### src/rtl/enc8b10b_pkg.sv
// Shared 8b/10b tables and constants: 5b/6b and 3b/4b sub-block lookups,
// legal K-character test, bit-reversal helpers and code-word widths.
package enc8b10b_pkg;

    localparam int SYM_W   = 10;
    localparam int WORD_W  = 8;
    localparam int SUB6_W  = 6;
    localparam int SUB4_W  = 4;
    localparam int PRIME_W = 16;
    localparam logic [7:0] K28_5 = 8'hBC;

    // RD- column, written abcdei with 'a' in bit 5; RD+ is the complement where it differs
    function automatic logic [SUB6_W-1:0] fn_5b6b(input logic [4:0] x);
        logic [SUB6_W-1:0] r;
        case (x)
            5'd0:    r = 6'b100111;
            5'd1:    r = 6'b011101;
            5'd2:    r = 6'b101101;
            5'd3:    r = 6'b110001;
            5'd4:    r = 6'b110101;
            5'd5:    r = 6'b101001;
            5'd6:    r = 6'b011001;
            5'd7:    r = 6'b111000;
            5'd8:    r = 6'b111001;
            5'd9:    r = 6'b100101;
            5'd10:   r = 6'b010101;
            5'd11:   r = 6'b110100;
            5'd12:   r = 6'b001101;
            5'd13:   r = 6'b101100;
            5'd14:   r = 6'b011100;
            5'd15:   r = 6'b010111;
            5'd16:   r = 6'b011011;
            5'd17:   r = 6'b100011;
            5'd18:   r = 6'b010011;
            5'd19:   r = 6'b110010;
            5'd20:   r = 6'b001011;
            5'd21:   r = 6'b101010;
            5'd22:   r = 6'b011010;
            5'd23:   r = 6'b111010;
            5'd24:   r = 6'b110011;
            5'd25:   r = 6'b100110;
            5'd26:   r = 6'b010110;
            5'd27:   r = 6'b110110;
            5'd28:   r = 6'b001110;
            5'd29:   r = 6'b101110;
            5'd30:   r = 6'b011110;
            5'd31:   r = 6'b101011;
            default: r = 6'b000000;
        endcase
        return r;
    endfunction

    // Data 3b/4b, RD- column written fghj with 'f' in bit 3 (primary D.x.P7 for y=7)
    function automatic logic [SUB4_W-1:0] fn_3b4b_d(input logic [2:0] y);
        logic [SUB4_W-1:0] r;
        case (y)
            3'd0:    r = 4'b1011;
            3'd1:    r = 4'b1001;
            3'd2:    r = 4'b0101;
            3'd3:    r = 4'b1100;
            3'd4:    r = 4'b1101;
            3'd5:    r = 4'b1010;
            3'd6:    r = 4'b0110;
            3'd7:    r = 4'b1110;
            default: r = 4'b0000;
        endcase
        return r;
    endfunction

    function automatic logic [SUB4_W-1:0] fn_3b4b_k(input logic [2:0] y);
        logic [SUB4_W-1:0] r;
        case (y)
            3'd0:    r = 4'b1011;
            3'd1:    r = 4'b0110;
            3'd2:    r = 4'b1010;
            3'd3:    r = 4'b1100;
            3'd4:    r = 4'b1101;
            3'd5:    r = 4'b0101;
            3'd6:    r = 4'b1001;
            3'd7:    r = 4'b0111;
            default: r = 4'b0000;
        endcase
        return r;
    endfunction

    function automatic logic fn_k_legal(input logic [7:0] b);
        logic r;
        if (b[4:0] == 5'd28) begin
            r = 1'b1;
        end else begin
            r = (b[7:5] == 3'd7) && ((b[4:0] == 5'd23) || (b[4:0] == 5'd27) ||
                                     (b[4:0] == 5'd29) || (b[4:0] == 5'd30));
        end
        return r;
    endfunction

    // D.x.A7 avoids a run of five identical bits across the sub-block boundary
    function automatic logic fn_use_a7(input logic [4:0] x, input logic rd);
        logic r;
        if (rd) begin
            r = (x == 5'd11) || (x == 5'd13) || (x == 5'd14);
        end else begin
            r = (x == 5'd17) || (x == 5'd18) || (x == 5'd20);
        end
        return r;
    endfunction

    function automatic logic [SUB6_W-1:0] fn_rev6(input logic [SUB6_W-1:0] v);
        logic [SUB6_W-1:0] r;
        for (int i = 0; i < SUB6_W; i++) r[i] = v[SUB6_W-1-i];
        return r;
    endfunction

    function automatic logic [SUB4_W-1:0] fn_rev4(input logic [SUB4_W-1:0] v);
        logic [SUB4_W-1:0] r;
        for (int i = 0; i < SUB4_W; i++) r[i] = v[SUB4_W-1-i];
        return r;
    endfunction

    function automatic logic [WORD_W-1:0] fn_rev8(input logic [WORD_W-1:0] v);
        logic [WORD_W-1:0] r;
        for (int i = 0; i < WORD_W; i++) r[i] = v[WORD_W-1-i];
        return r;
    endfunction

endpackage

### src/rtl/enc_8b10b_gearbox_if.sv
// Byte/K input stream and serializer-side output bundle of the 8b/10b gearbox.
interface enc_8b10b_gearbox_if;
    logic [7:0] data_in;
    logic       k_in;
    logic       valid_in;
    logic [7:0] data_out;
    logic       valid_out;
    logic       rd_out;
    logic       code_err;
    logic       ovf_err;
    logic       unf_err;

    modport master (
        output data_in, k_in, valid_in,
        input  data_out, valid_out, rd_out, code_err, ovf_err, unf_err
    );

    modport slave (
        input  data_in, k_in, valid_in,
        output data_out, valid_out, rd_out, code_err, ovf_err, unf_err
    );
endinterface

### src/rtl/enc_8b10b_core.sv
// Encode stage: one byte (+K flag) per valid clock into a registered 10-bit
// symbol {j,h,g,f,i,e,d,c,b,a}, tracking running disparity per sub-block.
module enc_8b10b_core
    import enc8b10b_pkg::*;
#(
    parameter logic [7:0] K_FILL = K28_5
) (
    input  logic             clk,
    input  logic             rst,
    input  logic [7:0]       data,
    input  logic             k,
    input  logic             valid,
    output logic [SYM_W-1:0] code,
    output logic             code_vld,
    output logic             rd,
    output logic             k_bad
);

    logic [SYM_W-1:0]  code_r;
    logic              code_vld_r;
    logic              rd_r;
    logic              k_bad_r;
    logic [7:0]        byte_s;
    logic              illegal_s;
    logic [4:0]        x_s;
    logic [2:0]        y_s;
    logic [SUB6_W-1:0] six_s;
    logic [SUB6_W-1:0] six_rd_s;
    logic              unbal6_s;
    logic              flip6_s;
    logic              rd_mid_s;
    logic [SUB4_W-1:0] four_s;
    logic [SUB4_W-1:0] four_rd_s;
    logic              unbal4_s;
    logic              flip4_s;
    logic              rd_next_s;
    logic [SYM_W-1:0]  code_s;

    // Table lookup and disparity selection for the current byte
    always_comb begin
        byte_s    = data;
        illegal_s = 1'b0;
        if (k && !fn_k_legal(data)) begin
            byte_s    = K_FILL;
            illegal_s = 1'b1;
        end else begin
            byte_s    = data;
            illegal_s = 1'b0;
        end
        x_s = byte_s[4:0];
        y_s = byte_s[7:5];

        if (k && (x_s == 5'd28)) begin
            six_s = 6'b001111;
        end else begin
            six_s = fn_5b6b(x_s);
        end
        unbal6_s = ($countones(six_s) != 32'd3);
        // D.7 is balanced yet still alternates with disparity
        flip6_s  = unbal6_s || (!k && (x_s == 5'd7));
        if (rd_r && flip6_s) begin
            six_rd_s = ~six_s;
        end else begin
            six_rd_s = six_s;
        end
        rd_mid_s = rd_r ^ unbal6_s;

        if (k) begin
            four_s  = fn_3b4b_k(y_s);
            flip4_s = 1'b1;
        end else begin
            if ((y_s == 3'd7) && fn_use_a7(x_s, rd_mid_s)) begin
                four_s = 4'b0111;
            end else begin
                four_s = fn_3b4b_d(y_s);
            end
            flip4_s = (y_s == 3'd0) || (y_s == 3'd3) || (y_s == 3'd4) || (y_s == 3'd7);
        end
        unbal4_s = ($countones(four_s) != 32'd2);
        if (rd_mid_s && flip4_s) begin
            four_rd_s = ~four_s;
        end else begin
            four_rd_s = four_s;
        end
        rd_next_s = rd_mid_s ^ unbal4_s;
        code_s    = {fn_rev4(four_rd_s), fn_rev6(six_rd_s)};
    end

    // Symbol register; disparity only moves when a byte is accepted
    always_ff @(posedge clk) begin
        if (rst) begin
            code_r     <= {SYM_W{1'b0}};
            code_vld_r <= 1'b0;
            rd_r       <= 1'b0;
            k_bad_r    <= 1'b0;
        end else if (valid) begin
            code_r     <= code_s;
            code_vld_r <= 1'b1;
            rd_r       <= rd_next_s;
            k_bad_r    <= illegal_s;
        end else begin
            code_vld_r <= 1'b0;
            k_bad_r    <= 1'b0;
        end
    end

    assign code     = code_r;
    assign code_vld = code_vld_r;
    assign rd       = rd_r;
    assign k_bad    = k_bad_r;

endmodule

### src/rtl/enc_8b10b_gearbox.sv
// 8b/10b encoder plus 10-to-8 gearbox feeding the serializer one word per clock.
// Optional macro ENC_MSB_FIRST_EN: 'a' leaves on data_out[7] instead of data_out[0].
module enc_8b10b_gearbox
    import enc8b10b_pkg::*;
#(
    parameter int         BUF_W  = 32,
    parameter logic [7:0] K_FILL = K28_5
) (
    input  logic              clk,
    input  logic              rst,
    enc_8b10b_gearbox_if.slave bus
);

    localparam int FILL_W = $clog2(BUF_W + 1);

    logic [SYM_W-1:0]  code_s;
    logic              code_vld_s;
    logic              rd_s;
    logic              k_bad_s;
    logic [BUF_W-1:0]  buf_r;
    logic [FILL_W-1:0] fill_r;
    logic              started_r;
    logic [WORD_W-1:0] data_out_r;
    logic              valid_out_r;
    logic              code_err_r;
    logic              ovf_err_r;
    logic              unf_err_r;
    logic              pop_s;
    logic              unf_s;
    logic              drop_s;
    logic [FILL_W-1:0] fill_pop_s;
    logic [FILL_W:0]   room_s;
    logic [FILL_W-1:0] fill_nxt_s;
    logic [BUF_W-1:0]  buf_pop_s;
    logic [BUF_W-1:0]  buf_nxt_s;
    logic [WORD_W-1:0] word_s;

    enc_8b10b_core #(
        .K_FILL (K_FILL)
    ) u_core (
        .clk      (clk),
        .rst      (rst),
        .data     (bus.data_in),
        .k        (bus.k_in),
        .valid    (bus.valid_in),
        .code     (code_s),
        .code_vld (code_vld_s),
        .rd       (rd_s),
        .k_bad    (k_bad_s)
    );

    // Gearbox next state: pop from the bottom first, then append the symbol at the fill point
    always_comb begin
        pop_s      = 1'b0;
        fill_pop_s = fill_r;
        buf_pop_s  = buf_r;
        drop_s     = 1'b0;
        fill_nxt_s = fill_r;
        buf_nxt_s  = buf_r;
        if ((fill_r >= FILL_W'(WORD_W)) && (started_r || (fill_r >= FILL_W'(PRIME_W)))) begin
            pop_s      = 1'b1;
            fill_pop_s = fill_r - FILL_W'(WORD_W);
            buf_pop_s  = buf_r >> WORD_W;
        end else begin
            pop_s      = 1'b0;
            fill_pop_s = fill_r;
            buf_pop_s  = buf_r;
        end
        unf_s  = started_r && (fill_r < FILL_W'(WORD_W));
        room_s = {1'b0, fill_pop_s} + (FILL_W+1)'(SYM_W);
        if (code_vld_s && (room_s > (FILL_W+1)'(BUF_W))) begin
            drop_s     = 1'b1;
            fill_nxt_s = fill_pop_s;
            buf_nxt_s  = buf_pop_s;
        end else if (code_vld_s) begin
            drop_s     = 1'b0;
            fill_nxt_s = fill_pop_s + FILL_W'(SYM_W);
            buf_nxt_s  = buf_pop_s | (BUF_W'(code_s) << fill_pop_s);
        end else begin
            drop_s     = 1'b0;
            fill_nxt_s = fill_pop_s;
            buf_nxt_s  = buf_pop_s;
        end
    end

`ifdef ENC_MSB_FIRST_EN
    assign word_s = fn_rev8(buf_r[WORD_W-1:0]);
`else
    assign word_s = buf_r[WORD_W-1:0];
`endif

    // Buffer, priming state, output word and sticky error flags
    always_ff @(posedge clk) begin
        if (rst) begin
            buf_r       <= {BUF_W{1'b0}};
            fill_r      <= {FILL_W{1'b0}};
            started_r   <= 1'b0;
            data_out_r  <= {WORD_W{1'b0}};
            valid_out_r <= 1'b0;
            code_err_r  <= 1'b0;
            ovf_err_r   <= 1'b0;
            unf_err_r   <= 1'b0;
        end else begin
            buf_r  <= buf_nxt_s;
            fill_r <= fill_nxt_s;
            if (pop_s) begin
                data_out_r  <= word_s;
                valid_out_r <= 1'b1;
                started_r   <= 1'b1;
            end else begin
                valid_out_r <= 1'b0;
                if (unf_s) begin
                    started_r <= 1'b0;
                end
            end
            if (unf_s) begin
                unf_err_r <= 1'b1;
            end
            if (drop_s) begin
                ovf_err_r <= 1'b1;
            end
            if (k_bad_s) begin
                code_err_r <= 1'b1;
            end
        end
    end

    assign bus.data_out  = data_out_r;
    assign bus.valid_out = valid_out_r;
    assign bus.rd_out    = rd_s;
    assign bus.code_err  = code_err_r;
    assign bus.ovf_err   = ovf_err_r;
    assign bus.unf_err   = unf_err_r;

endmodule

### src/flat_wrapper.sv
// flat-port wrapper written by rule: the top's interface ports become plain ports
module enc_8b10b_gearbox_flat import enc8b10b_pkg::*;
#(
    parameter int         BUF_W  = 32,
    parameter logic [7:0] K_FILL = K28_5
)
  (clk, rst, bus_data_in, bus_k_in, bus_valid_in, bus_data_out, bus_valid_out, bus_rd_out, bus_code_err, bus_ovf_err, bus_unf_err);
  enc_8b10b_gearbox_if bus_i ();
  input  logic clk;
  input  logic rst;
  input wire logic [$bits(bus_i.data_in)-1:0] bus_data_in;
  input wire logic [$bits(bus_i.k_in)-1:0] bus_k_in;
  input wire logic [$bits(bus_i.valid_in)-1:0] bus_valid_in;
  output wire logic [$bits(bus_i.data_out)-1:0] bus_data_out;
  output wire logic [$bits(bus_i.valid_out)-1:0] bus_valid_out;
  output wire logic [$bits(bus_i.rd_out)-1:0] bus_rd_out;
  output wire logic [$bits(bus_i.code_err)-1:0] bus_code_err;
  output wire logic [$bits(bus_i.ovf_err)-1:0] bus_ovf_err;
  output wire logic [$bits(bus_i.unf_err)-1:0] bus_unf_err;
  assign bus_i.data_in = bus_data_in;
  assign bus_i.k_in = bus_k_in;
  assign bus_i.valid_in = bus_valid_in;
  assign bus_data_out = bus_i.data_out;
  assign bus_valid_out = bus_i.valid_out;
  assign bus_rd_out = bus_i.rd_out;
  assign bus_code_err = bus_i.code_err;
  assign bus_ovf_err = bus_i.ovf_err;
  assign bus_unf_err = bus_i.unf_err;
  enc_8b10b_gearbox #(.BUF_W(BUF_W), .K_FILL(K_FILL)) u_core (.clk(clk), .rst(rst), .bus(bus_i));
endmodule
### config.mk
export PLATFORM = sky130hd
export DESIGN_NAME = enc_8b10b_gearbox_flat
export DESIGN_NICKNAME = d
export VERILOG_FILES = /design/src/rtl/enc8b10b_pkg.sv /design/src/rtl/enc_8b10b_gearbox_if.sv /design/src/rtl/enc_8b10b_core.sv /design/src/rtl/enc_8b10b_gearbox.sv /design/src/flat_wrapper.sv
export SDC_FILE = /design/constraint.sdc
export NUM_CORES = 1
export LEC_CHECK = 0
export CORE_MARGIN = 10
export CORE_UTILIZATION = 25
export DETAILED_ROUTE_END_ITERATION = 8
export PLACE_DENSITY = 0.49
export SLEW_MARGIN = 20
export SYNTH_ARGS = -nofsm -noshare
export SYNTH_HDL_FRONTEND = slang
export SYNTH_SLANG_ARGS = --single-unit
### constraint.sdc
create_clock -name clk -period 20.6 [get_ports clk]
set_input_delay 6.18 -clock clk [delete_from_list [all_inputs] [get_ports clk]]
set_output_delay 6.18 -clock clk [all_outputs]
set_load 0.05 [all_outputs]
==> flow_metrics.env, run 1 <==
export IMPL_outcome="complete, no violations"
export IMPL_hold_ws_ns=0.4318
export IMPL_grt_max_degree=58
export IMPL_ys_seq_area_share_pct=29.66
export IMPL_cts_max_level=3
export IMPL_whs_path_depth=2
export IMPL_num_antenna_cells=0
export IMPL_total_power_mw=0.5402
export IMPL_setup_tns_ns=0
export IMPL_whs_endpoint="u_core.bus.code_err"
export IMPL_power_frac_clock_pct=29.9
export IMPL_portBuffers=24
export IMPL_start_kind="input port"
export IMPL_cts_tree="done"
export IMPL_ctsHoldBuffers=0
export IMPL_fmax_mhz=71.81
export IMPL_slew_violations=0
export IMPL_layout_nets=574
export IMPL_dieWidth_um=150.4
export IMPL_yosys_warnings=0
export IMPL_crit_path_end_kind="register"
export IMPL_dp_cells=750
export IMPL_yosysMostFrequentCell="nand2_1"
export IMPL_synth_top_area_share_pct=29.66
export IMPL_clock_path_buffers=2
export IMPL_drt_wl_total_um=10740
export IMPL_synth_common_cells="87 x nand2_1, 63 x dfxtp_1, 46 x nor2_1, 28 x a21oi_1, 27 x o21ai_0"
export IMPL_switchingPower_mw=0.2135
export IMPL_area_growth_pct=16.89
export IMPL_fin_crit_ns=13.93
export IMPL_clk_latency_ns=0.33
export IMPL_yosysTopAreaCell="dfxtp_1"
export IMPL_synthTopCellsByArea="dfxtp_1 30%, nand2_1 7.7%, mux2i_1 6.1%, ha_1 5.0%, nor2_1 4.1%"
export IMPL_pwr_density_cell_nw_per_um2=108.7
export IMPL_place_area_um2=4648
export IMPL_rows=47
export IMPL_rsz0062_at_grt="no"
export IMPL_initial_core_util_pct=25.55
export IMPL_post_route_period_util_pct=67.60
export IMPL_yosysUniqueCellTypes=78
export IMPL_num_vias=3783
export IMPL_fp_dieH_um=150.4
export IMPL_clk_pin_slew_ns=0.05
export IMPL_p_seq_share_pct=28.7
export IMPL_power_internal_mw=0.3268
export IMPL_avgViaCountPerCell=4.939
export IMPL_finalClockSkew_ns=0.005258
export IMPL_dpl_hpwl_um=7805
export IMPL_clock_sinks=63
export IMPL_netSwitchingFraction_pct=39.51
export IMPL_grt_pass1_wl_um=18430
export IMPL_synth_seq_cells=63
export IMPL_slowest_stage="clkdlybuf4s50_1"
export IMPL_final_core_util_pct=29.87
export IMPL_syn_area_per_cell_um2=7.964
export IMPL_power_frac_comb_pct=41.4
export IMPL_syn_area_um2=4253
export IMPL_synth_nets=567
export IMPL_overflow=0
export IMPL_maxSlewHeadroom_pct=44.87
export IMPL_boundaryPins=25
export IMPL_cts_buffers=9
export IMPL_r2r_start="u_core.fill_r[1]"
export IMPL_p_leak_nw=1.741
export IMPL_stdcell_count=766
export IMPL_drtIter0Drc=215
export IMPL_drive_gt1_share_pct=8.242
export IMPL_fp_dieArea_um2=22630
export IMPL_tightest_slew_ns=0.8258
export IMPL_grt_pass1_vias=3579
export IMPL_critical_path_class="in2reg"
export IMPL_yosys_most_used_dff="dfxtp_1"
export IMPL_fin_area_um2=4971
export IMPL_firstDrtPassIters=5
export IMPL_drc=0
export IMPL_wire_per_inst_um=14.02
export IMPL_r2r_cells=10
export IMPL_grt_usage_pct=9.794
export IMPL_drv_cap=0
export IMPL_fin_ws_ns=6.675
export IMPL_clockRootBuffer="clkbuf_16"
export IMPL_ir_worst_vdd_mv=0.04566
export IMPL_r2r_slack_ns=16.43
export IMPL_cts_resized=0
export IMPL_min_delay_start="u_core.u_core.k_bad"
export IMPL_syn_inst=534
export IMPL_r2r_end="u_core.buf_r[22]"
export IMPL_fp_coreArea_um2=16640
export IMPL_hold_class="reg2reg"
export IMPL_hold_viol=0
export IMPL_setup_violations=0
export IMPL_preCtsSetupSlack_ns=6.278
export IMPL_cp_slowest_stage_delay_ns=0.87
export IMPL_ys_async_sr_fraction_pct=0
export IMPL_antenna_found_initial=0
export IMPL_cp_data_arrival_time_ns=14.12
export IMPL_worst_path_max_fanout=19
export IMPL_required_ns=20.80
export IMPL_place_congestion=0.8400
export IMPL_post_cts_setup_buffers=0
export IMPL_synth_edf_count=0
export IMPL_drtAntennaViolNets=0
[power by group through the flow]
stage                     Combinational [mW]  Sequential [mW]  Clock (mW)
after floorplan                        0.172            0.157           0
after global placement                 0.221            0.157           0
after detailed placement               0.224            0.157           0
after CTS                              0.225            0.155       0.165
after global routing                   0.250            0.157       0.170
final                                  0.224            0.155       0.161
[layer usage]
layer | up-vias | routed length [um] | GRT usage [%]
met5 | - | 0 | 0
met3 | 12 | 445 | 1.771
met2 | 78 | 4776 | 15.23
met4 | 0 | 173 | 3.790
li1 | 1925 | - | -
met1 | 1768 | 5345 | 13.13
[cells by family after synthesis]
kind of cell	synth area share, %
adder cells (fa/ha/maj)	6.884
AND/OR/NAND/NOR	22.30
multiplexers	7.443
XOR/XNOR	2.677
AO/OA/AOI/OAI	25.51
flip-flops	29.66
buffers and inverters	5.531
[layout make-up]
class | count | area, um^2
clock inverter | 7 | 97.59
tap | 220 | 275.3
sequential | 63 | 1261
inverter | 24 | 90.09
fill | 1755 | 11670
timing repair buffer | 28 | 265.3
multi-input combinational | 415 | 2756
clock buffer | 9 | 225.2
[worst max-delay path by stage]
| stage | start | slack, ns | end | cells after the start |
|---|---|---|---|---|
| final | bus_data_in[3] | 6.67 | u_core.u_core.rd | 31 |
| after global routing | bus_data_in[3] | 5.80 | u_core.u_core.rd | 33 |
| after CTS | bus_data_in[3] | 6.65 | u_core.u_core.rd | 31 |
| after detailed placement | bus_data_in[3] | 6.28 | u_core.u_core.rd | 31 |
| after global placement | bus_data_in[3] | 6.69 | u_core.u_core.rd | 33 |
| after floorplan | bus_data_in[3] | 7.95 | u_core.u_core.rd | 32 |
[critical path, delay by kind of cell]
family                   cells  cell delay (ns)
AO/OA/AOI/OAI                9             2.16
XOR/XNOR                     2             0.41
buffers and inverters        4             1.15
AND/OR/NAND/NOR              8             1.56
adder cells (fa/ha/maj)      8             2.66
[registers in the layout, summed over array words and instances, names as in the netlist]
signal and flops:
u_core.started_r 1, u_core.bus.code_err 1, u_core.bus.valid_out 1, u_core.u_core.rd 1, u_core.fill_r 5, u_core.bus.unf_err 1
u_core.bus.data_out 8, u_core.u_core.code_vld 1, u_core.buf_r 32, u_core.bus.ovf_err 1, u_core.u_core.k_bad 1, u_core.u_core.code 10
[cells in the final DEF, fill, tap and decap left out, drive strengths merged, types with 4 or more instances in the layout]
cell	netlist	final
nand2	88	88
dfxtp	63	63
nor2	46	46
o21ai	30	30
a21oi	28	28
mux2i	26	26
a31oi	26	26
inv	23	23
clkdlybuf4s50	0	23
ha	17	17
nor3	12	12
a21o	9	9
clkbuf	24	9
xnor2	8	8
nand2b	8	8
nand3	7	7
a211oi	7	7
a22oi	6	6
and3	6	6
o221ai	5	5
xor2	5	5
or2b	5	5
mux2	5	5
a21boi	5	5
buf	8	5
a22o	4	4
a32oi	4	4
fa	4	4
nor4	4	4
clkinv	1	4
(Power assumes the default switching activity.)
==> inputs of run 2 (changes only) <==
==> constraint.sdc (replaced) <==
create_clock -name clk -period 13.3 [get_ports clk]
set_input_delay 3.99 -clock clk [delete_from_list [all_inputs] [get_ports clk]]
set_output_delay 3.99 -clock clk [all_outputs]
set_load 0.05 [all_outputs]
==> results of run 2 <==
The final DEF is identical to that of run 1. Status: complete, no violations.
Main changes from that run: setup slack after placement 6.278 ns -> 1.168 ns; setup slack after layout 6.675 ns -> 1.565 ns; register-to-register setup slack 16.43 ns -> 9.13 ns; total power 0.5402 mW -> 0.8367 mW; worst IR drop on VDD 0.04566 mV -> 0.07071 mV
==> inputs of run 3 (changes only) <==
--- a/config.mk
+++ b/config.mk
@@ -6,9 +6,9 @@
 export NUM_CORES = 1
 export LEC_CHECK = 0
 export CORE_MARGIN = 10
-export CORE_UTILIZATION = 25
+export CORE_UTILIZATION = 60
 export DETAILED_ROUTE_END_ITERATION = 8
-export PLACE_DENSITY = 0.49
+export PLACE_DENSITY = 0.89
 export SLEW_MARGIN = 20
 export SYNTH_ARGS = -nofsm -noshare
 export SYNTH_HDL_FRONTEND = slang
==> run 3 against run 2 <==
  * Clock power is 31% lower
  * Via count grew 4.8%
  * Sequential cell count is the same
  * Non-clock buffer count down 1
  * Routed wire length decreased by 2.3%
  * Sequential share of layout area up 1.5 points
  * First-iteration DRC count up 76%
  * Clock skew rose by 0.0099 ns
  * Critical path type unchanged
==> flow_metrics.env, run 3 (synthesis gave the netlist of run 1 again) <==
export IMPL_power_frac_comb_pct=45.8
export IMPL_boundaryPins=25
export IMPL_multiInputGateArea_um2=2758
export IMPL_drv_cap=0
export IMPL_min_delay_start="u_core.u_core.k_bad"
export IMPL_r2r_start="u_core.fill_r[1]"
export IMPL_maxSlewHeadroom_pct=44.23
export IMPL_p_seq_share_pct=31.6
export IMPL_dpl_hpwl_um=7672
export IMPL_switchingPower_mw=0.3258
export IMPL_crit_buf_inv=4
export IMPL_post_cts_setup_buffers=0
export IMPL_rsz0062_at_grt="no"
export IMPL_seq_area_um2=1261
export IMPL_final_core_util_pct=68.70
export IMPL_post_route_period_util_pct=88.68
export IMPL_tightest_slew_ns=0.8365
export IMPL_start_kind="input port"
export IMPL_portBuffers=24
export IMPL_antenna_found_initial=0
export IMPL_final_common_cell="nand2_1"
export IMPL_setup_violations=0
export IMPL_firstDrtPassIters=7
export IMPL_drtAntennaViolNets=0
export IMPL_ir_worst_vdd_mv=0.07813
export IMPL_initial_core_util_pct=62.25
export IMPL_setup_tns_ns=0
export IMPL_finalClockSkew_ns=0.01517
export IMPL_layout_nets=573
export IMPL_grt_pass1_wl_um=18080
export IMPL_num_vias=3965
export IMPL_area_growth_pct=10.36
export IMPL_clock_path_buffers=2
export IMPL_hold_ws_ns=0.4265
export IMPL_path_delay_family="adder cells"
export IMPL_worst_path_max_fanout=19
export IMPL_clock_sinks=63
export IMPL_critical_path_class="in2reg"
export IMPL_crit_path_end_kind="register"
export IMPL_ctsHoldBuffers=0
export IMPL_hold_class="reg2reg"
export IMPL_fin_crit_ns=11.79
export IMPL_required_ns=13.51
export IMPL_fp_coreArea_um2=6832
export IMPL_slowest_stage="clkdlybuf4s50_1"
export IMPL_cts_tree="done"
export IMPL_cts_buffers=9
export IMPL_pwr_density_cell_nw_per_um2=161.7
export IMPL_clk_latency_ns=0.35
export IMPL_drive_gt1_share_pct=8.257
export IMPL_dieWidth_um=104.2
export IMPL_grt_max_degree=58
export IMPL_cp_data_arrival_time_ns=12.00
export IMPL_fp_dieH_um=104.2
export IMPL_rows=30
export IMPL_largest_reg_flops=32
export IMPL_cts_max_level=3
export IMPL_cp_startpoint="bus_data_in[3]"
export IMPL_grt_usage_pct=19.28
export IMPL_slew_violations=0
export IMPL_num_antenna_cells=0
export IMPL_nFillCells=571
export IMPL_top_register="u_core.buf_r"
export IMPL_cts_resized=0
export IMPL_hold_viol=0
export IMPL_place_congestion=0.9064
export IMPL_drtIter0Drc=379
export IMPL_final_cell_mix="87 x nand2_1, 63 x dfxtp_1, 46 x nor2_1"
export IMPL_p_leak_nw=1.689
export IMPL_drc=0
export IMPL_clockRootBuffer="clkbuf_8"
export IMPL_avgViaCountPerCell=6.186
export IMPL_power_frac_clock_pct=22.6
export IMPL_wire_per_inst_um=16.37
export IMPL_fin_area_um2=4693
export IMPL_overflow=0
export IMPL_cp_slowest_stage_delay_ns=0.87
export IMPL_drt_wl_total_um=10490
export IMPL_power_internal_mw=0.4332
export IMPL_outcome="complete, no violations"
export IMPL_grt_pass1_vias=3874
export IMPL_fmax_mhz=84.79
export IMPL_fp_dieArea_um2=10860
export IMPL_place_area_um2=4486
export IMPL_netSwitchingFraction_pct=42.93
export IMPL_clk_pin_slew_ns=0.07
run 3: path summary, 6_finish.rpt:
path / to / slack [ns] / depth (start not counted)
setup / recovery: u_core.u_core.rd / 1.51 / 33
hold / removal: u_core.bus.code_err / 0.43 / 2
setup reg to reg: u_core.buf_r[22] / 8.98 / 10
hold reg to reg: u_core.bus.code_err / 0.43 / 2
run 3: cell type report:
type                    count  share of cell area [%]
multi-input cells         415                   58.76
flip-flops and latches     63                   26.87
repair buffers             27                   5.492
clock buffers              10                   2.933
well taps                  96                   2.559
inverters                  24                   1.919
clock inverters             6                   1.466
run 3: metal layers:
metal | global-route usage (%) | share of wire (%) | routed length (um) | up-vias
li1 | - | - | - | 1933
met1 | 23.83 | 45 | 4714 | 1859
met2 | 32.16 | 48 | 5013 | 154
met3 | 3.841 | 5.8 | 608 | 19
met4 | 7.256 | 1.5 | 153 | 0
met5 | 0 | 0 | 0 | -
run 3: through the flow:
| stage | worst slack [ns] | instances | power, mW |
|---|---|---|---|
| finish | 1.506 | 641 | 0.7590 |
| global route | 0.9800 | 641 | 0.8083 |
| CTS | 1.608 | 641 | 0.7542 |
| detailed placement | 1.270 | 625 | 0.5839 |
| global placement | 1.625 | 625 | 0.5685 |
| floorplan | 2.840 | 534 | 0.5096 |
run 3: worst register-to-register path, stage by stage (launching register included):
cell and delay, ns:
dfxtp_1 0.84, clkinv_1 0.44, ha_1 0.39, a2111o_1 0.43, a21boi_4 0.15, buf_4 0.27
a221oi_2 0.74, and2_1 0.43, a32oi_1 0.19, a21o_1 0.23, a31oi_1 0.14
run 3: power by group through the flow:
stage,registers [mW],logic (mW),clock network [mW]
4_1_cts,0.239,0.342,0.173
3_3_place_gp,0.242,0.327,0
3_5_place_dp,0.243,0.341,0
5_1_grt,0.243,0.381,0.184
6_report,0.240,0.348,0.172
2_1_floorplan,0.243,0.267,0
